==> src/rtl/multicycle_ctrl_fsm_if.sv <==
// ---------------------------------------------------------------------------
// multicycle_ctrl_fsm_if
//   Bundles the signals exchanged between the multi-cycle control FSM and
//   the shared RV32I datapath / memory port.
//
//   Handshake: mem_read / mem_write are requests held high by the
//   controller; the access completes in the cycle where mem_ready=1 is
//   sampled together with a request. There is no separate accept phase.
//
//   Modports
//     master : the controller (drives control, debug and status signals)
//     slave  : the datapath (drives opcode, zero, mem_ready)
//
//   Signals
//     opcode[6:0]   IR[6:0], stable from DECODE until the next FETCH
//     zero          ALU zero flag, valid in EXEC
//     mem_ready     memory completes the current access this cycle
//     pc_write, ir_write, iord, mem_read, mem_write, reg_write,
//     mem_to_reg, link_sel, alu_src, alu_op[1:0], pc_src[1:0]
//                   datapath controls
//     state[2:0]    current FSM state (debug)
//     illegal_instr sticky illegal-opcode flag
//     mem_fault     sticky memory-timeout flag
//     instret[31:0] retired-instruction counter
// ---------------------------------------------------------------------------
interface multicycle_ctrl_fsm_if;
    logic [6:0]  opcode;
    logic        zero;
    logic        mem_ready;
    logic        pc_write;
    logic        ir_write;
    logic        iord;
    logic        mem_read;
    logic        mem_write;
    logic        reg_write;
    logic        mem_to_reg;
    logic        link_sel;
    logic        alu_src;
    logic [1:0]  alu_op;
    logic [1:0]  pc_src;
    logic [2:0]  state;
    logic        illegal_instr;
    logic        mem_fault;
    logic [31:0] instret;

    modport master (
        input  opcode, zero, mem_ready,
        output pc_write, ir_write, iord, mem_read, mem_write, reg_write,
               mem_to_reg, link_sel, alu_src, alu_op, pc_src,
               state, illegal_instr, mem_fault, instret
    );

    modport slave (
        output opcode, zero, mem_ready,
        input  pc_write, ir_write, iord, mem_read, mem_write, reg_write,
               mem_to_reg, link_sel, alu_src, alu_op, pc_src,
               state, illegal_instr, mem_fault, instret
    );
endinterface

==> src/rtl/multicycle_ctrl_fsm.sv <==
// ---------------------------------------------------------------------------
// multicycle_ctrl_fsm
//   Multi-cycle sequencer for the RV32I core: FETCH/DECODE/EXEC/MEM/WB over
//   a single memory port that stalls with mem_ready. Flags illegal opcodes
//   and memory timeouts (both sticky until reset) and counts retirements.
//
//   Optional feature macro: MC_CTRL_JUMP_EN
//     defined   : JAL/JALR execute (jump target to PC, PC+4 to rd)
//     undefined : JAL/JALR trap as illegal; link_sel is constant 0
//
//   Ports
//     clk   : rising-edge clock
//     reset : synchronous, active-high
//     bus   : multicycle_ctrl_fsm_if.master (controls, status, debug state)
//
//   Parameters
//     TIMEOUT_CYCLES : max mem_ready wait cycles in FETCH/MEM (0 = no limit)
//     CNT_W          : wait-counter width
// ---------------------------------------------------------------------------
module multicycle_ctrl_fsm #(
    parameter int TIMEOUT_CYCLES = 255,
    parameter int CNT_W          = $clog2(TIMEOUT_CYCLES + 1)
) (
    input logic                   clk,
    input logic                   reset,
    multicycle_ctrl_fsm_if.master bus
);
    // TIMEOUT_CYCLES=0 would give a zero-width counter; keep at least 1 bit.
    localparam int CW = (CNT_W < 1) ? 1 : CNT_W;
    localparam logic [CW-1:0] CNT_LAST =
        CW'((TIMEOUT_CYCLES > 0) ? TIMEOUT_CYCLES - 1 : 0);

    localparam logic [6:0] OP_R      = 7'b0110011;
    localparam logic [6:0] OP_I      = 7'b0010011;
    localparam logic [6:0] OP_LOAD   = 7'b0000011;
    localparam logic [6:0] OP_STORE  = 7'b0100011;
    localparam logic [6:0] OP_BRANCH = 7'b1100011;
`ifdef MC_CTRL_JUMP_EN
    localparam logic [6:0] OP_JAL    = 7'b1101111;
    localparam logic [6:0] OP_JALR   = 7'b1100111;
`endif

    typedef enum logic [2:0] {
        S_FETCH  = 3'd0,
        S_DECODE = 3'd1,
        S_EXEC   = 3'd2,
        S_MEM    = 3'd3,
        S_WB     = 3'd4,
        S_TRAP   = 3'd5
    } state_t;

    state_t        st;
    logic [CW-1:0] wait_cnt;
    logic          illegal_q;
    logic          fault_q;
    logic [31:0]   instret_q;

    logic is_r, is_i, is_load, is_store, is_branch, is_jump, is_jalr, legal;
    logic timeout;

    always_comb begin
        is_r      = (bus.opcode == OP_R);
        is_i      = (bus.opcode == OP_I);
        is_load   = (bus.opcode == OP_LOAD);
        is_store  = (bus.opcode == OP_STORE);
        is_branch = (bus.opcode == OP_BRANCH);
`ifdef MC_CTRL_JUMP_EN
        is_jalr   = (bus.opcode == OP_JALR);
        is_jump   = (bus.opcode == OP_JAL) || is_jalr;
`else
        is_jalr   = 1'b0;
        is_jump   = 1'b0;
`endif
        legal     = is_r | is_i | is_load | is_store | is_branch | is_jump;
    end

    // mem_ready in the last allowed wait cycle takes priority over the fault.
    assign timeout = (TIMEOUT_CYCLES != 0) && !bus.mem_ready
                     && (wait_cnt == CNT_LAST);

    always_ff @(posedge clk) begin
        if (reset) begin
            st        <= S_FETCH;
            wait_cnt  <= '0;
            illegal_q <= 1'b0;
            fault_q   <= 1'b0;
            instret_q <= '0;
        end else begin
            // Any cycle that does not keep waiting leaves the counter at 0.
            wait_cnt <= '0;
            case (st)
                S_FETCH: begin
                    if (bus.mem_ready) begin
                        st <= S_DECODE;
                    end else if (timeout) begin
                        st      <= S_TRAP;
                        fault_q <= 1'b1;
                    end else begin
                        wait_cnt <= wait_cnt + CW'(1);
                    end
                end
                S_DECODE: begin
                    if (legal) begin
                        st <= S_EXEC;
                    end else begin
                        st        <= S_TRAP;
                        illegal_q <= 1'b1;
                    end
                end
                S_EXEC: begin
                    if (is_r || is_i || is_jump) begin
                        st <= S_WB;
                    end else if (is_load || is_store) begin
                        st <= S_MEM;
                    end else if (is_branch) begin
                        st        <= S_FETCH;
                        instret_q <= instret_q + 32'd1;
                    end else begin
                        // Opcode changed under us after DECODE.
                        st        <= S_TRAP;
                        illegal_q <= 1'b1;
                    end
                end
                S_MEM: begin
                    if (bus.mem_ready) begin
                        if (is_load) begin
                            st <= S_WB;
                        end else begin
                            st        <= S_FETCH;
                            instret_q <= instret_q + 32'd1;
                        end
                    end else if (timeout) begin
                        st      <= S_TRAP;
                        fault_q <= 1'b1;
                    end else begin
                        wait_cnt <= wait_cnt + CW'(1);
                    end
                end
                S_WB: begin
                    st        <= S_FETCH;
                    instret_q <= instret_q + 32'd1;
                end
                S_TRAP:  st <= S_TRAP;
                default: st <= S_FETCH;
            endcase
        end
    end

    always_comb begin
        bus.pc_write   = 1'b0;
        bus.ir_write   = 1'b0;
        bus.iord       = 1'b0;
        bus.mem_read   = 1'b0;
        bus.mem_write  = 1'b0;
        bus.reg_write  = 1'b0;
        bus.mem_to_reg = 1'b0;
        bus.link_sel   = 1'b0;
        bus.alu_src    = 1'b0;
        bus.alu_op     = 2'b00;
        bus.pc_src     = 2'b00;
        case (st)
            S_FETCH: begin
                bus.mem_read = 1'b1;
                if (bus.mem_ready) begin
                    bus.ir_write = 1'b1;
                    bus.pc_write = 1'b1;
                end
            end
            S_EXEC: begin
                if (is_r) begin
                    bus.alu_op = 2'b10;
                end else if (is_i) begin
                    bus.alu_src = 1'b1;
                    bus.alu_op  = 2'b11;
                end else if (is_load || is_store) begin
                    bus.alu_src = 1'b1;
                end else if (is_branch) begin
                    bus.alu_op   = 2'b01;
                    bus.pc_src   = 2'b01;
                    bus.pc_write = bus.zero;
                end else if (is_jump) begin
                    bus.pc_write = 1'b1;
                    bus.pc_src   = 2'b10;
                    bus.alu_src  = is_jalr;
                end
            end
            S_MEM: begin
                bus.iord      = 1'b1;
                bus.mem_read  = is_load;
                bus.mem_write = is_store;
            end
            S_WB: begin
                bus.reg_write  = 1'b1;
                bus.mem_to_reg = is_load;
                bus.link_sel   = is_jump;
            end
            default: ;
        endcase
    end

    assign bus.state         = st;
    assign bus.illegal_instr = illegal_q;
    assign bus.mem_fault     = fault_q;
    assign bus.instret       = instret_q;

endmodule

==> src/flat_wrapper.sv <==
// flat-port wrapper written by rule: the top's interface ports become plain ports
module multicycle_ctrl_fsm_flat 
#(
    parameter int TIMEOUT_CYCLES = 255,
    parameter int CNT_W          = $clog2(TIMEOUT_CYCLES + 1)
)
  (clk, reset, bus_opcode, bus_zero, bus_mem_ready, bus_pc_write, bus_ir_write, bus_iord, bus_mem_read, bus_mem_write, bus_reg_write, bus_mem_to_reg, bus_link_sel, bus_alu_src, bus_alu_op, bus_pc_src, bus_state, bus_illegal_instr, bus_mem_fault, bus_instret);
  multicycle_ctrl_fsm_if bus_i ();
  input logic clk;
  input logic reset;
  input wire logic [$bits(bus_i.opcode)-1:0] bus_opcode;
  input wire logic [$bits(bus_i.zero)-1:0] bus_zero;
  input wire logic [$bits(bus_i.mem_ready)-1:0] bus_mem_ready;
  output wire logic [$bits(bus_i.pc_write)-1:0] bus_pc_write;
  output wire logic [$bits(bus_i.ir_write)-1:0] bus_ir_write;
  output wire logic [$bits(bus_i.iord)-1:0] bus_iord;
  output wire logic [$bits(bus_i.mem_read)-1:0] bus_mem_read;
  output wire logic [$bits(bus_i.mem_write)-1:0] bus_mem_write;
  output wire logic [$bits(bus_i.reg_write)-1:0] bus_reg_write;
  output wire logic [$bits(bus_i.mem_to_reg)-1:0] bus_mem_to_reg;
  output wire logic [$bits(bus_i.link_sel)-1:0] bus_link_sel;
  output wire logic [$bits(bus_i.alu_src)-1:0] bus_alu_src;
  output wire logic [$bits(bus_i.alu_op)-1:0] bus_alu_op;
  output wire logic [$bits(bus_i.pc_src)-1:0] bus_pc_src;
  output wire logic [$bits(bus_i.state)-1:0] bus_state;
  output wire logic [$bits(bus_i.illegal_instr)-1:0] bus_illegal_instr;
  output wire logic [$bits(bus_i.mem_fault)-1:0] bus_mem_fault;
  output wire logic [$bits(bus_i.instret)-1:0] bus_instret;
  assign bus_i.opcode = bus_opcode;
  assign bus_i.zero = bus_zero;
  assign bus_i.mem_ready = bus_mem_ready;
  assign bus_pc_write = bus_i.pc_write;
  assign bus_ir_write = bus_i.ir_write;
  assign bus_iord = bus_i.iord;
  assign bus_mem_read = bus_i.mem_read;
  assign bus_mem_write = bus_i.mem_write;
  assign bus_reg_write = bus_i.reg_write;
  assign bus_mem_to_reg = bus_i.mem_to_reg;
  assign bus_link_sel = bus_i.link_sel;
  assign bus_alu_src = bus_i.alu_src;
  assign bus_alu_op = bus_i.alu_op;
  assign bus_pc_src = bus_i.pc_src;
  assign bus_state = bus_i.state;
  assign bus_illegal_instr = bus_i.illegal_instr;
  assign bus_mem_fault = bus_i.mem_fault;
  assign bus_instret = bus_i.instret;
  multicycle_ctrl_fsm #(.TIMEOUT_CYCLES(TIMEOUT_CYCLES), .CNT_W(CNT_W)) u_core (.clk(clk), .reset(reset), .bus(bus_i));
endmodule
==> config.mk <==
export PLATFORM = sky130hd
export DESIGN_NAME = multicycle_ctrl_fsm_flat
export DESIGN_NICKNAME = d
export VERILOG_FILES = /design/src/rtl/multicycle_ctrl_fsm_if.sv /design/src/rtl/multicycle_ctrl_fsm.sv /design/src/flat_wrapper.sv
export SDC_FILE = /design/constraint.sdc
export NUM_CORES = 1
export LEC_CHECK = 0
export CAP_MARGIN = 20
export CORE_MARGIN = 2
export CORE_UTILIZATION = 45
export CTS_CLUSTER_SIZE = 14
export DETAILED_ROUTE_END_ITERATION = 7
export PLACE_DENSITY = 0.71
export SYNTH_ARGS = -nofsm -noshare
export SYNTH_HDL_FRONTEND = slang
export SYNTH_SLANG_ARGS = --single-unit
==> constraint.sdc <==
create_clock -name clk -period 2.25 [get_ports clk]
set_input_delay 0.45 -clock clk [delete_from_list [all_inputs] [get_ports clk]]
set_output_delay 0.45 -clock clk [all_outputs]
set_load 0.05 [all_outputs]
### Word level (Yosys, flattened, before mapping)

Cells that the tools add are included.

| cells by class | value |
|---|---|
| mux-type cells | 44 |
| equal/unequal tests | 18 |
| $add $sub $neg | 2 |
| bitwise gates (word level) | 6 |
| reduce and logical (&&, ||, !) cells | 12 |

Operators with widths:

| kind | number |
|---|---|
| 2-to-1 mux 32 bit | 5 |
| case mux 32 bit (3 select lines) | 1 |
| adder 32 x 1 -> 32 bit (second input constant) | 1 |
| 2-to-1 mux 3 bit | 8 |
| 2-to-1 mux 1 bit | 19 |
| case mux 3 bit (5 select lines) | 1 |
| == test 7 x 6 -> 1 bit (second input constant) | 2 |
| 2-to-1 mux 2 bit | 7 |
| != test 2 bit (second input constant) | 6 |
| adder 8 x 1 -> 8 bit (second input constant) | 1 |
| == test 8 bit (second input constant) | 1 |
| == test 7 x 2 -> 1 bit (second input constant) | 1 |
| == test 7 x 5 -> 1 bit (second input constant) | 1 |
| == test 7 bit (second input constant) | 1 |
| == test 3 x 2 -> 1 bit (second input constant) | 2 |
| == test 3 bit (second input constant) | 2 |
| case mux 1 bit (2 select lines) | 3 |
| AND reduction 6 bit | 1 |
| AND reduction 5 bit | 1 |
| OR 1 bit | 4 |
| OR reduction 4 bit | 1 |
| == test 3 x 1 -> 1 bit (second input constant) | 1 |
| zero test 3 bit | 1 |
| AND reduction 3 bit | 1 |
| other kinds (8) | 10 |

| storage, ports and cells | value |
|---|---|
| logic and storage cells | 87 |
| register bits after elaboration | 45 |
| bits of input ports | 11 |
| output and inout port bits | 50 |

### Logic depth before layout (Yosys ltp)

Gate-level depths: netlist (run 1).

| depth | value |
|---|---|
| word-level depth | 7 |
| mapped depth | 8 |

### Worst setup path after synthesis (run 1)

No wires, ideal clock.

| timing | value |
|---|---|
| path type | reg2out |
| from | reg u_core.st[0], in the netlist u_core.bus.state[0] |
| to | out bus_mem_write |
| path slack | -1.064 ns |
| buffers on the path | 1 |
| cell stages (with the launch flop) | 6 |
| arrival time | 2.864 ns |
| data required time | 1.800 ns |
| path through | dfxtp_1 > buf_2 > inv_1 > nor2_1 > nand2_1 > nor3_1 |

| between the ends | value |
|---|---|
| word-level cells in the longest chain between the ends | 2 |

Ends and longest elaborated chain:

| what | RTL line | source |
|---|---|---|
| start: declaration | multicycle_ctrl_fsm.sv:52 | `state_t st;` |
| start signal: assignment | multicycle_ctrl_fsm.sv:83 | `st <= S_FETCH;` |
| start signal: assignment | multicycle_ctrl_fsm.sv:94 | `st <= S_DECODE;` |
| start signal: assignment | multicycle_ctrl_fsm.sv:96 | `st <= S_TRAP;` |
| == test 3 x 2 -> 1 bit | multicycle_ctrl_fsm.sv:161 | `case (st)` |
| 2-to-1 mux 1 bit | multicycle_ctrl_fsm.sv:161 |  |
| end: declaration | flat_wrapper.sv:18 | `output wire logic [$bits(bus_i.mem_write)-1:0] bus_mem_write;` |

Every way passes these cells.

### Worst setup path after layout (run 1)

| timing | value |
|---|---|
| from | reg u_core.st[2], in the netlist u_core.bus.state[2] |
| to | out bus_state[2] |

RTL lines:

| what | RTL line | source |
|---|---|---|
| end: declaration | flat_wrapper.sv:25 | `output wire logic [$bits(bus_i.state)-1:0] bus_state;` |

No word-level cell between the ends.

==> results_dict.tcl, run 1 <==
set metrics [dict create \
    path_buf_inv 1 \
    setup_viol 0 \
    pre_cts_slack_ns -0.256 \
    hpwl_mm 4.53 \
    antenna_left 0 \
    core.rowCount 27 \
    end_kind "output pin" \
    reg2reg_depth 6 \
    r2r_end "u_core.bus.instret[25]" \
    htree_num_levels 2 \
    worstReg2RegStart "u_core.bus.state[2]" \
    avgSynthCellArea_um2 8.26 \
    wirelength_mm 6.35 \
    synth_area_mm2 0.00251 \
    layout_common_cells "dfxtp_1, clkdlybuf4s50_1, a21oi_1" \
    antenna_found_initial 0 \
    slew_headroom_pct 65.7 \
    synth.area.mux_share_pct 0.847 \
    drive_above_1_share_pct 21.0 \
    synth_top_family_by_area "simple AND/OR/NAND/NOR gates" \
    period_needed_ns 2.15 \
    reg2reg_slack_ns 0.19 \
    crit_path_start_kind "flip-flop" \
    fmax_mhz 466 \
    gr-total-overflow 0 \
    outcome "finished, final reports clean" \
    synthAdderAreaFrac_pct 1.49 \
    drt-wirelength-per-cell_um 14.0 \
    vias 2519 \
    gp_congestion 0.882 \
    floorplan.die_area_mm2 0.00620 \
    worst_clock_skew_ns 0.0120 \
    clk_latency_ns 0.30 \
    worst-path-stages 1 \
    postLayoutCellArea_mm2 0.00361 \
    cp_data_required_time_ns 1.80 \
    initial_core_util_pct 46.2 \
    crit_family "buffers and inverters" \
    hp-class "reg2reg" \
    crit_chain "clkdlybuf4s50_1" \
    grt_start_max_net_pins 27 \
    detail_route.first_pass.iterations 4 \
    crit_slowest_cell "clkdlybuf4s50_1" \
    seq_area_frac_synth_pct 35.9 \
    grt_pass1_vias 2246 \
    synth-edff-count 0 \
    pin_count 61 \
    worst_slack_ns 0.104 \
    yosysTopAreaCell "dfxtp_1" \
    finalCritPeriodShare_pct 95.4 \
    setup.worst_path.end "bus_state[2]" \
    nets 394 \
    max_cap_violations 0 \
    max_stage_delay_ns 0.88 \
    syn_inst 304 \
    core_area_mm2 0.00544 \
    placed_area_mm2 0.00346 \
    slew_viol_final 0 \
    synth_compound_area_share_pct 20.8 \
    crit_start "u_core.bus.state[2]" \
    synthTopCellsByArea "dfxtp_1, a21oi_1, o31ai_1" \
    crit_type "reg2out" \
    synth_cell_types 57 \
    n_antenna_cell 0 \
    async_flop_share_pct 0 \
    cts_tree "built" \
    initialDrtViolationCount 109 \
    hold_start "u_core.bus.mem_fault" \
    mostFrequentLayoutCell "dfxtp_1" \
    vias_per_cell 5.56 \
    clock_tree.buffer_depth 2 \
    ys.flop_type "dfxtp_1" \
    fp.dieW_um 78.7 \
    die_h_um 78.7 \
    hold_buffers 0 \
    p_per_area_mw_per_mm2 449 \
    worstMarginPinSlew_ns 0.513 \
    p_leak_nw 1.24 \
    cts_sinks 45 \
    drc 0 \
    grtUsageTotal_pct 20.1 \
    rsz0062_at_grt "no" \
    syn2layout_area_growth_pct 43.8 \
    ys_ff_latch 45 \
    port_buffers 58 \
    irDropWorstVdd_uv 355 \
    fill_cells 464 \
    finalPower_mw 1.62 \
    finalSetupTns_ns 0 \
    crit_path_max_fanout 7 \
    finalHoldViolCount 0 \
    grt_pass1_wl_mm 10.2 \
    cts_made_buffers 5 \
    critPathArrivalTime_ns 1.70 \
    yosys.area_share.xor_xnor_pct 2.79 \
    synth_simple_gate_area_share_pct 31.9 \
    cts_root_buf "clkbuf_8" \
    synth_warnings 0 \
    clk_pin_slew_ns 0.08 \
    synth.top_cell.area_share_pct 35.9 \
]
==> synth_stat cells, types with 3 or more instances <==
master    number
nor2_1        28
xor2_1         5
or4_1         19
and3_1         4
a21oi_1       34
ha_1           3
clkbuf_1       4
inv_1         10
buf_4          7
dfxtp_1       45
nand4_1        9
o31ai_1       19
nand2_1       20
xnor2_1        3
or3_1          9
o21ai_0       12
buf_2          3
nor3_1         6
nand3_1       17
==> final cells by class <==
class	instances	area (um^2)	area share [%]
tap	72	90.1	2.49
multi-input combinational	232	1590	44.1
timing repair buffer	86	893	24.7
clock buffer	6	82.6	2.29
clock inverter	2	13.8	0.381
sequential	45	902	25.0
inverter	10	37.5	1.04
==> stage by stage <==
stage | hold WS (ns) | util [%] | std cells
5_1_grt | 0.489 | 66.4 | 453
6_report | 0.460 | 66.4 | 453
3_5_place_dp | 0.451 | 63.6 | 444
4_1_cts | 0.465 | 66.2 | 452
2_1_floorplan | 0.430 | - | 305
3_3_place_gp | 0.440 | 63.6 | 444
==> how the worst min path moves through the flow <==
stage	endpoint	slack (ns)	depth (start not counted)
after floorplan	u_core.wait_cnt[0]	0.43	1
after detailed placement	u_core.bus.mem_fault	0.45	2
after global routing	u_core.bus.mem_fault	0.49	2
after global placement	u_core.bus.mem_fault	0.44	2
after CTS	u_core.bus.mem_fault	0.47	2
final	u_core.bus.mem_fault	0.46	2
==> what timing repair did <==
item,in CTS,in global routing
buffers inserted,0,1
gates resized for setup,13,10
pin swaps,4,3
endpoints found under the setup margin,8,6
==> layer usage <==
metal | vias to the layer above | GRT usage (%) | share of wire [%]
met1 | 1163 | 26.1 | 46
li1 | 1287 | - | -
met4 | 0 | 4.91 | 0.63
met3 | 6 | 3.52 | 4.2
met5 | - | 0 | 0
met2 | 63 | 34.5 | 49
==> flip-flops by register name (all words and copies together), names as in the netlist <==
| name | flops |
|---|---|
| u_core.bus.instret | 32 |
| u_core.wait_cnt | 8 |
| u_core.bus.state | 3 |
| u_core.bus.illegal_instr | 1 |
| u_core.bus.mem_fault | 1 |
==> report_power, final <==
group	total, mW	switching [mW]	internal (mW)	leakage (nW)
Sequential	0.822	0.0160	0.806	0.364
Combinational	0.273	0.160	0.113	0.824
Clock	0.528	0.278	0.249	0.0512
Total	1.62	0.455	1.17	1.24
==> logic make-up (layout without fill, tap and decap cells) <==
kind of cell	Yosys count	after routing
multiplexers	2	2
other	1	2
AND/OR/NAND/NOR	135	135
AO/OA/AOI/OAI	82	82
adder cells (fa/ha/maj)	3	3
buffers and inverters	28	104
XOR/XNOR	8	8
flip-flops	45	45
(Power assumes the default switching activity.)
==> inputs of run 2 (changes only) <==
--- a/config.mk
+++ b/config.mk
@@ -6,5 +6,4 @@
 export NUM_CORES = 1
 export LEC_CHECK = 0
-export CAP_MARGIN = 20
 export CORE_MARGIN = 2
 export CORE_UTILIZATION = 45
==> constraint.sdc (replaced) <==
create_clock -name clk -period 2.25 [get_ports clk]
set_input_delay 0.45 -clock clk [delete_from_list [all_inputs] [get_ports clk]]
set_output_delay 0.45 -clock clk [all_outputs]
set_load 0.01 [all_outputs]
==> run 2 against run 1 <==
Global-route usage rose by 0.53 points. Clock skew fell by 0.0022 ns. Fmax barely moved. Hold slack got worse by 0.0070 ns. Routed wire length fell by 4.9%. Die area did not move. Setup slack improved by 0.00066 ns. Combinational power fell by 36%. Flip-flop and latch count did not move. First-iteration DRC count rose by 46%. Register-to-register slack improved by 0.11 ns. Final cell count rose by 0.44%.
==> results_dict.tcl, run 2 (synthesized netlist as in run 1, its figures left out) <==
set metrics [dict create \
    reg2reg_depth 6 \
    cts_tree "built" \
    period_needed_ns 2.15 \
    p_comb_share_pct 10.1 \
    fill_cells 478 \
    p_per_area_mw_per_mm2 502 \
    critPathArrivalTime_ns 1.70 \
    reg2reg_slack_ns 0.30 \
    cts_setup_buffers 0 \
    initial_core_util_pct 46.2 \
    floorplan.die_area_mm2 0.00620 \
    initialDrtViolationCount 159 \
    clkPwrFrac_pct 42.6 \
    fp.dieW_um 78.7 \
    cts_made_buffers 5 \
    hold_start "u_core.bus.mem_fault" \
    ff_latch_area_um2 903 \
    crit_path_max_fanout 5 \
    grt_start_max_net_pins 25 \
    setup_viol 0 \
    clk_latency_ns 0.30 \
    gp_congestion 0.872 \
    outcome "finished, final reports clean" \
    intPower_mw 1.34 \
    detail_route.first_pass.iterations 5 \
    hold_slack_ns 0.453 \
    max_cap_violations 0 \
    port_buffers 58 \
    drive_above_1_share_pct 16.4 \
    mostFrequentLayoutCell "clkdlybuf4s50_1" \
    swShare_pct 22.7 \
    fin_util_pct 63.6 \
    worst_clock_skew_ns 0.00981 \
    finalCritPeriodShare_pct 95.3 \
    hp-class "reg2reg" \
    slew_viol_final 0 \
    holdPathStages 2 \
    layout_common_cells "clkdlybuf4s50_1, dfxtp_1, a21oi_1" \
    drc 0 \
    vias 2556 \
    core_area_mm2 0.00544 \
    grtUsageTotal_pct 20.6 \
    core.rowCount 27 \
    clock_tree.buffer_depth 2 \
    vias_per_cell 5.62 \
    fmax_mhz 466 \
    p_leak_nw 1.21 \
    seq_power_share_pct 47.3 \
    cts_root_buf "clkbuf_8" \
    htree_num_levels 2 \
    power.switching_mw 0.395 \
    pin_count 61 \
    r2r_end "u_core.bus.instret[23]" \
    nets 396 \
    crit_chain "clkdlybuf4s50_1 -> inv_1 -> buf_4 -> nor3_1 -> dlygate4sd2_1" \
    hpwl_mm 4.51 \
    crit_type "in2out" \
    cts_sinks 45 \
    finalSetupTns_ns 0 \
    finalHoldViolCount 0 \
    n_antenna_cell 0 \
    clk_pin_slew_ns 0.09 \
    antenna_found_initial 0 \
    min_to "u_core.bus.mem_fault" \
    grt_pass1_vias 2299 \
    worstReg2RegStart "u_core.bus.instret[2]" \
    gr-total-overflow 0 \
    rsz0062_at_grt "no" \
    worst_slack_ns 0.105 \
    drt-wirelength-per-cell_um 13.3 \
    syn2layout_area_growth_pct 37.6 \
    largest_reg_flops 32 \
    multi_input_area_mm2 0.00150 \
    end_kind "output pin" \
    hold_buffers 0 \
    die_h_um 78.7 \
    crit_path_start_kind "input pin" \
    grt_pass1_wl_mm 10.4 \
    pre_cts_slack_ns -0.554 \
    crit_slowest_cell "clkdlybuf4s50_1" \
    wirelength_mm 6.04 \
    antenna_left 0 \
    max_stage_delay_ns 0.56 \
    irDropWorstVdd_uv 532 \
    cp_data_required_time_ns 1.80 \
]
==> run 2: through the flow <==
step | power, mW | instances | instance area (um^2)
2_1_floorplan | 0.933 | 305 | 2520
3_3_place_gp | 1.02 | 447 | 3290
3_5_place_dp | 1.02 | 447 | 3290
4_1_cts | 1.75 | 455 | 3440
5_1_grt | 1.81 | 455 | 3460
6_report | 1.74 | 455 | 3460
==> run 2: metal layers <==
layer,part of all wire (%),track usage [%],up-vias
met1,45,27.4,1206
met5,0,0,-
met2,50,34.4,54
met4,0.66,3.86,0
met3,4.0,4.77,4
li1,-,-,1292
==> run 2: how the worst max path moves through the flow <==
stage	start	endpoint	slack, ns	cells after the start
2_1_floorplan	bus_opcode[2]	u_core.bus.instret[24]	0.31	6
3_3_place_gp	bus_opcode[0]	bus_mem_read	-0.53	7
3_5_place_dp	bus_opcode[0]	bus_mem_read	-0.55	7
4_1_cts	bus_opcode[5]	u_core.bus.instret[24]	0.03	8
5_1_grt	u_core.bus.state[1]	bus_iord	0.001	3
6_report	bus_opcode[4]	bus_alu_op[1]	0.10	5
==> run 2: what timing repair did <==
action / CTS / global route
resized for setup: 30 / 5
endpoints found under the setup margin: 9 / 21
pin swaps: 3 / 0
==> run 2: worst max-delay path, delay by kind of cell <==
family	cells	cell delay [ns]
buf+inv	4	1.09
simple gates	1	0.16
==> run 2: power groups by stage <==
stage / sequential, mW / clock (mW) / combinational (mW)
floorplan: 0.835 / 0 / 0.0979
finish: 0.822 / 0.739 / 0.175
global route: 0.825 / 0.798 / 0.192
CTS: 0.822 / 0.754 / 0.175
detailed placement: 0.839 / 0 / 0.179
global placement: 0.839 / 0 / 0.178
==> run 2: cell type report <==
cell class | instances | area share [%]
inverters | 10 | 1.09
repair buffers | 88 | 22.9
flip-flops and latches | 45 | 26.1
multi-input cells | 232 | 43.3
clock buffers | 5 | 1.99
clock inverters | 3 | 1.99
well taps | 72 | 2.60
==> inputs of run 3 (changes only) <==
--- a/config.mk
+++ b/config.mk
@@ -10,4 +10,6 @@
 export CTS_CLUSTER_SIZE = 14
 export DETAILED_ROUTE_END_ITERATION = 7
+export GPL_TIMING_DRIVEN = 0
+export HOLD_SLACK_MARGIN = 0.06
 export PLACE_DENSITY = 0.71
 export SYNTH_ARGS = -nofsm -noshare
==> constraint.sdc (replaced) <==
create_clock -name clk -period 2.25 [get_ports clk]
set_input_delay 0.5625 -clock clk [delete_from_list [all_inputs] [get_ports clk]]
set_output_delay 0.5625 -clock clk [all_outputs]
set_load 0.01 [all_outputs]
==> run 3 against run 2 <==
Hold slack gained 0.0031 ns. Sequential power shrank 1%. Combinational power grew 2%. Critical endpoint is now bus_mem_read. Largest cell class unchanged. Utilization shrank 2.0 points. Clock power shrank 28%. Highest routed layer unchanged. Fmax shrank 2.3%.
==> results_dict.tcl, run 3 (synthesized netlist as in run 1, its figures left out) <==
set metrics [dict create \
    multi_input_area_mm2 0.00155 \
    reg2reg_depth 8 \
    grt_start_max_net_pins 15 \
    clk_pin_slew_ns 0.08 \
    fp.dieW_um 78.7 \
    r2r_end "u_core.bus.instret[21]" \
    outcome "finished, final reports clean" \
    cts_made_buffers 5 \
    drive_above_1_share_pct 16.4 \
    vias_per_cell 5.75 \
    wirelength_met1_mm 2.79 \
    cts_root_buf "clkbuf_8" \
    period_needed_ns 2.19 \
    antenna_found_initial 0 \
    max_cap_violations 0 \
    worst_clock_skew_ns 0.0123 \
    initialDrtViolationCount 162 \
    layout_common_cells "dfxtp_1, clkdlybuf4s50_1, a21oi_1" \
    crit_path_start_kind "input pin" \
    crit_type "in2out" \
    slew_headroom_pct 65.6 \
    cts_sinks 45 \
    p_leak_nw 1.13 \
    clock_tree.buffer_depth 2 \
    gr-total-overflow 0 \
    drc 0 \
    irDropWorstVdd_uv 433 \
    hpwl_mm 4.60 \
    fmax_mhz 456 \
    seq_power_share_pct 53.3 \
    die_h_um 78.7 \
    n_antenna_cell 0 \
    gp_congestion 0.845 \
    hp-class "reg2reg" \
    pin_count 61 \
    cts_tree "built" \
    worstReg2RegStart "u_core.bus.state[0]" \
    port_buffers 56 \
    highest_layer "met4" \
    htree_num_levels 2 \
    end_kind "output pin" \
    power.switching_mw 0.392 \
    hold_slack_ns 0.456 \
    nets 386 \
    finalPower_mw 1.53 \
    core_area_mm2 0.00544 \
    p_comb_share_pct 11.7 \
    ff_latch_area_um2 901 \
    largest_reg_flops 32 \
    finalCritPeriodShare_pct 97.5 \
    floorplan.die_area_mm2 0.00620 \
    fill_cells 508 \
    clkPwrFrac_pct 35.0 \
    crit_start "bus_opcode[2]" \
    grtUsageTotal_pct 21.2 \
    clk_latency_ns 0.30 \
    reg2reg_slack_ns 0.16 \
    hold_buffers 0 \
    cp_data_required_time_ns 1.69 \
    drt-wirelength-per-cell_um 14.4 \
    finalSetupTns_ns 0 \
    vias 2560 \
    detail_route.first_pass.iterations 5 \
    slew_viol_final 0 \
    met2_length_mm 3.19 \
    worstMarginPinSlew_ns 0.513 \
    antenna_left 0 \
    grt_pass1_vias 2250 \
    setup.worst_path.end "bus_mem_read" \
    critPathArrivalTime_ns 1.63 \
    initial_core_util_pct 46.2 \
    mostFrequentLayoutCell "dfxtp_1" \
    syn2layout_area_growth_pct 33.2 \
    grt_pass1_wl_mm 10.7 \
    crit_path_max_fanout 3 \
    p_per_area_mw_per_mm2 456 \
    core.rowCount 27 \
    intPower_mw 1.13 \
    finalHoldViolCount 0 \
    swShare_pct 25.7 \
    wirelength_mm 6.41 \
    dr_wl_met3_um 356 \
    setup_viol 0 \
]
-- run 3: changes by cell type in the layout (fill, tap and decap cells not counted), moves of 3 or more --
| cell | change |
|---|---|
| buf_2 | +9 |
| buf_4 | -18 |
| buf_6 | +5 |
| clkbuf_1 | +3 |
| clkdlybuf4s50_1 | -6 |
| dlygate4sd2_1 | -4 |
-- run 3: layout make-up --
cell class	count	area share, %
Buffer	18	3.74
Clock buffer	6	2.47
Clock inverter	2	0.411
Inverter	10	1.12
Multi-Input combinational cell	232	46.2
Sequential cell	45	26.9
Tap cell	72	2.69
Timing Repair Buffer	60	16.4
-- run 3: worst min-delay path by stage --
stage / cells after the start / endpoint / slack (ns) / startpoint
finish: 2 / u_core.bus.mem_fault / 0.46 / u_core.bus.mem_fault
global route: 2 / u_core.bus.mem_fault / 0.49 / u_core.bus.mem_fault
CTS: 2 / u_core.bus.mem_fault / 0.46 / u_core.bus.mem_fault
detailed placement: 1 / u_core.wait_cnt[0] / 0.45 / u_core.wait_cnt[0]
global placement: 2 / u_core.bus.mem_fault / 0.44 / u_core.bus.mem_fault
floorplan: 1 / u_core.wait_cnt[0] / 0.43 / u_core.wait_cnt[0]
-- run 3: worst max-delay path, cell delays in order --
cell	delay [ns]
buf_6	0.10
nor4bb_4	0.26
buf_4	0.18
and3_4	0.20
nand3_2	0.06
a21oi_2	0.14
buf_2	0.14
-- run 3: stage by stage --
step / utilization [%] / setup slack, ns / area (um^2) / cells
after global routing: 61.5 / -0.00154 / 3350 / 445
after CTS: 60.8 / 0.00102 / 3300 / 444
after detailed placement: 58.2 / -0.977 / 3170 / 433
after global placement: 58.2 / -0.974 / 3170 / 433
final: 61.5 / 0.0553 / 3350 / 445
after floorplan: - / 0.0973 / 2520 / 305
-- run 3: layer usage --
layer | vias up | track usage, %
met5 | - | 0
met4 | 0 | 5.44
met3 | 8 | 4.20
met2 | 84 | 36.4
met1 | 1192 | 27.4
li1 | 1276 | -
-- run 3: power by group through the flow --
| stage | clock (mW) | combinational [mW] | sequential [mW] |
|---|---|---|---|
| final | 0.534 | 0.179 | 0.814 |
| after global routing | 0.585 | 0.195 | 0.816 |
| after CTS | 0.552 | 0.171 | 0.814 |
| after detailed placement | 0 | 0.172 | 0.833 |
| after global placement | 0 | 0.171 | 0.832 |
| after floorplan | 0 | 0.0979 | 0.835 |
-- run 3: repair_timing --
action | in CTS | in global routing
endpoints found under the hold margin | 0 | 0
resized for setup | 67 | 11
endpoints found under the setup margin | 37 | 26
pin swaps | 6 | 4
buffers inserted | 4 | 1
==> RTL change, RTL diff (flow settings as in run 3) <==
`TIMEOUT_CYCLES` is set to 255 in 2 places; all go to 510.
--- a/src/rtl/multicycle_ctrl_fsm.sv
+++ b/src/rtl/multicycle_ctrl_fsm.sv
@@ -19,5 +19,5 @@
 // ---------------------------------------------------------------------------
 module multicycle_ctrl_fsm #(
-    parameter int TIMEOUT_CYCLES = 255,
+    parameter int TIMEOUT_CYCLES = 510,
     parameter int CNT_W          = $clog2(TIMEOUT_CYCLES + 1)
 ) (
--- a/src/flat_wrapper.sv
+++ b/src/flat_wrapper.sv
@@ -2,5 +2,5 @@
 module multicycle_ctrl_fsm_flat 
 #(
-    parameter int TIMEOUT_CYCLES = 255,
+    parameter int TIMEOUT_CYCLES = 510,
     parameter int CNT_W          = $clog2(TIMEOUT_CYCLES + 1)
 )
Formal check against the unedited RTL: same outputs for any inputs over 10 cycles, from zero or initial values and one cycle with reset high; that may be too few to reach the edited logic, so the function may still have changed.
==> RTL change against run 3 <==
  * Setup slack worse by 0.0029 ns
  * Clock power rose by 15%
  * Non-clock buffer count increased by 1
  * First-iteration DRC count is 12% lower
  * Total power rose by 5.4%
  * Die area decreased by 3.2%
  * Routed wire length decreased by 8.4%
  * Global-route usage shrank 0.70 points
  * Register-to-register slack barely moved
  * Area after synthesis is 3.3% lower
  * Sequential cell count increased by 1
  * Design area decreased by 1.4%
  * Largest cell class unchanged
  * Largest power group unchanged
  * Highest routed layer unchanged
==> RTL change: results (changes against run 3) <==
- The portion of netlist area occupied by mux cells is 0.008758 (+0.0002922).
- The met2 capacity usage during global routing came to 0.3209 (-0.04323).
- The number of nets at the end of the flow was 366 (-5.2%).
- The synthesized-area fraction occupied by xor and xnor cells came to 0.09016 (+0.06227).
- The met1 layer usage reported by global route is 0.2886 (+0.01472).
- The worst IR drop on VDD came to 0.0003240 V (-25%).
- The combinational share of power was 0.098 (-0.019).
- The cell at the slowest stage of the critical path is sky130_fd_sc_hd__clkdlybuf4s50_1.
- The met2 wire length is 2608 um (-18%).
- The fraction of final layout cells sized beyond drive strength 1 was 0.1728 (+0.009266).
- By area the synthesized netlist is led by sky130_fd_sc_hd__dfxtp_1 38%, sky130_fd_sc_hd__xor2_1 7.6%, sky130_fd_sc_hd__nor2_1 6.2%, sky130_fd_sc_hd__a21oi_1 3.5%, sky130_fd_sc_hd__o2111ai_1 2.9%.
- The complex-gate fraction of the synthesized area is 0.1829 (-0.02477).
- The number of non-clock inverters came to 6 (-4).
- The number of distinct library cell variants in the gate-level netlist after synthesis came to 48 (-16%).
- The sum of met3 wire segment lengths after detailed routing is 312 um (-12%).
- The relative area of non-clock buffer cells in the final design came to 0.2143 (+0.01276).
- The ratio of routed vias to standard cells is 5.449 (-5.3%).
- The sequential group power came to 0.836 mW (+2.7%).
- The wire length of the first global-routing pass is 10100 um (-5.5%).
- The first-iteration detailed-routing DRC count is 142 (-12%).
- The portion of the layout cell area used by clock cells was 0.03337 (+0.004586).
- The post-route clock skew is 0.01348 ns (+0.001138 ns).
- The sequential-to-total area share from yosys stat is 0.3792 (+0.02062).
- The layout multi-input combinational cell count is 214 (-7.8%).
- The buffer count excluding the clock tree in the final layout is 79 (+1.3%).
- The clock sink count is 46 (+2.2%).
- The flip-flop and latch area is 929.6 um^2 (+3.2%).
- The flow ran to the end, and the final reports show no timing, DRC or antenna violations.
- The met3 global-route usage is 0.03953 (-0.002511).
- The synthesized instance count is 280 (-7.9%).
RTL change: stage by stage:
stage	hold slack (ns)	power (mW)	instance area, um^2	setup WS (ns)
floorplan	0.4408	0.9338	2449	0.005964
global placement	0.4563	1.003	3107	-1.161
detailed placement	0.4498	1.003	3107	-1.178
CTS	0.4706	1.616	3291	0.0006722
global route	0.5018	1.686	3299	-0.01701
finish	0.4674	1.609	3299	0.05249
RTL change: what timing repair did:
action / 4_1_cts / 5_1_grt
cloned: 0 / 0
pin swaps: 5 / 4
endpoints found under the hold margin: 0 / 0
endpoints found under the setup margin: 42 / 17
buffers inserted: 7 / 1
gates resized for setup: 53 / 16
RTL change: final timing paths:
check                                              to            startpoint  cells after the start
worst min-delay path             u_core.bus.mem_fault  u_core.bus.mem_fault                      2
worst min register to register   u_core.bus.mem_fault  u_core.bus.mem_fault                      2
worst max register to register  u_core.bus.instret[3]   u_core.bus.state[2]                      8
worst max-delay path                     bus_ir_write         bus_mem_ready                      3
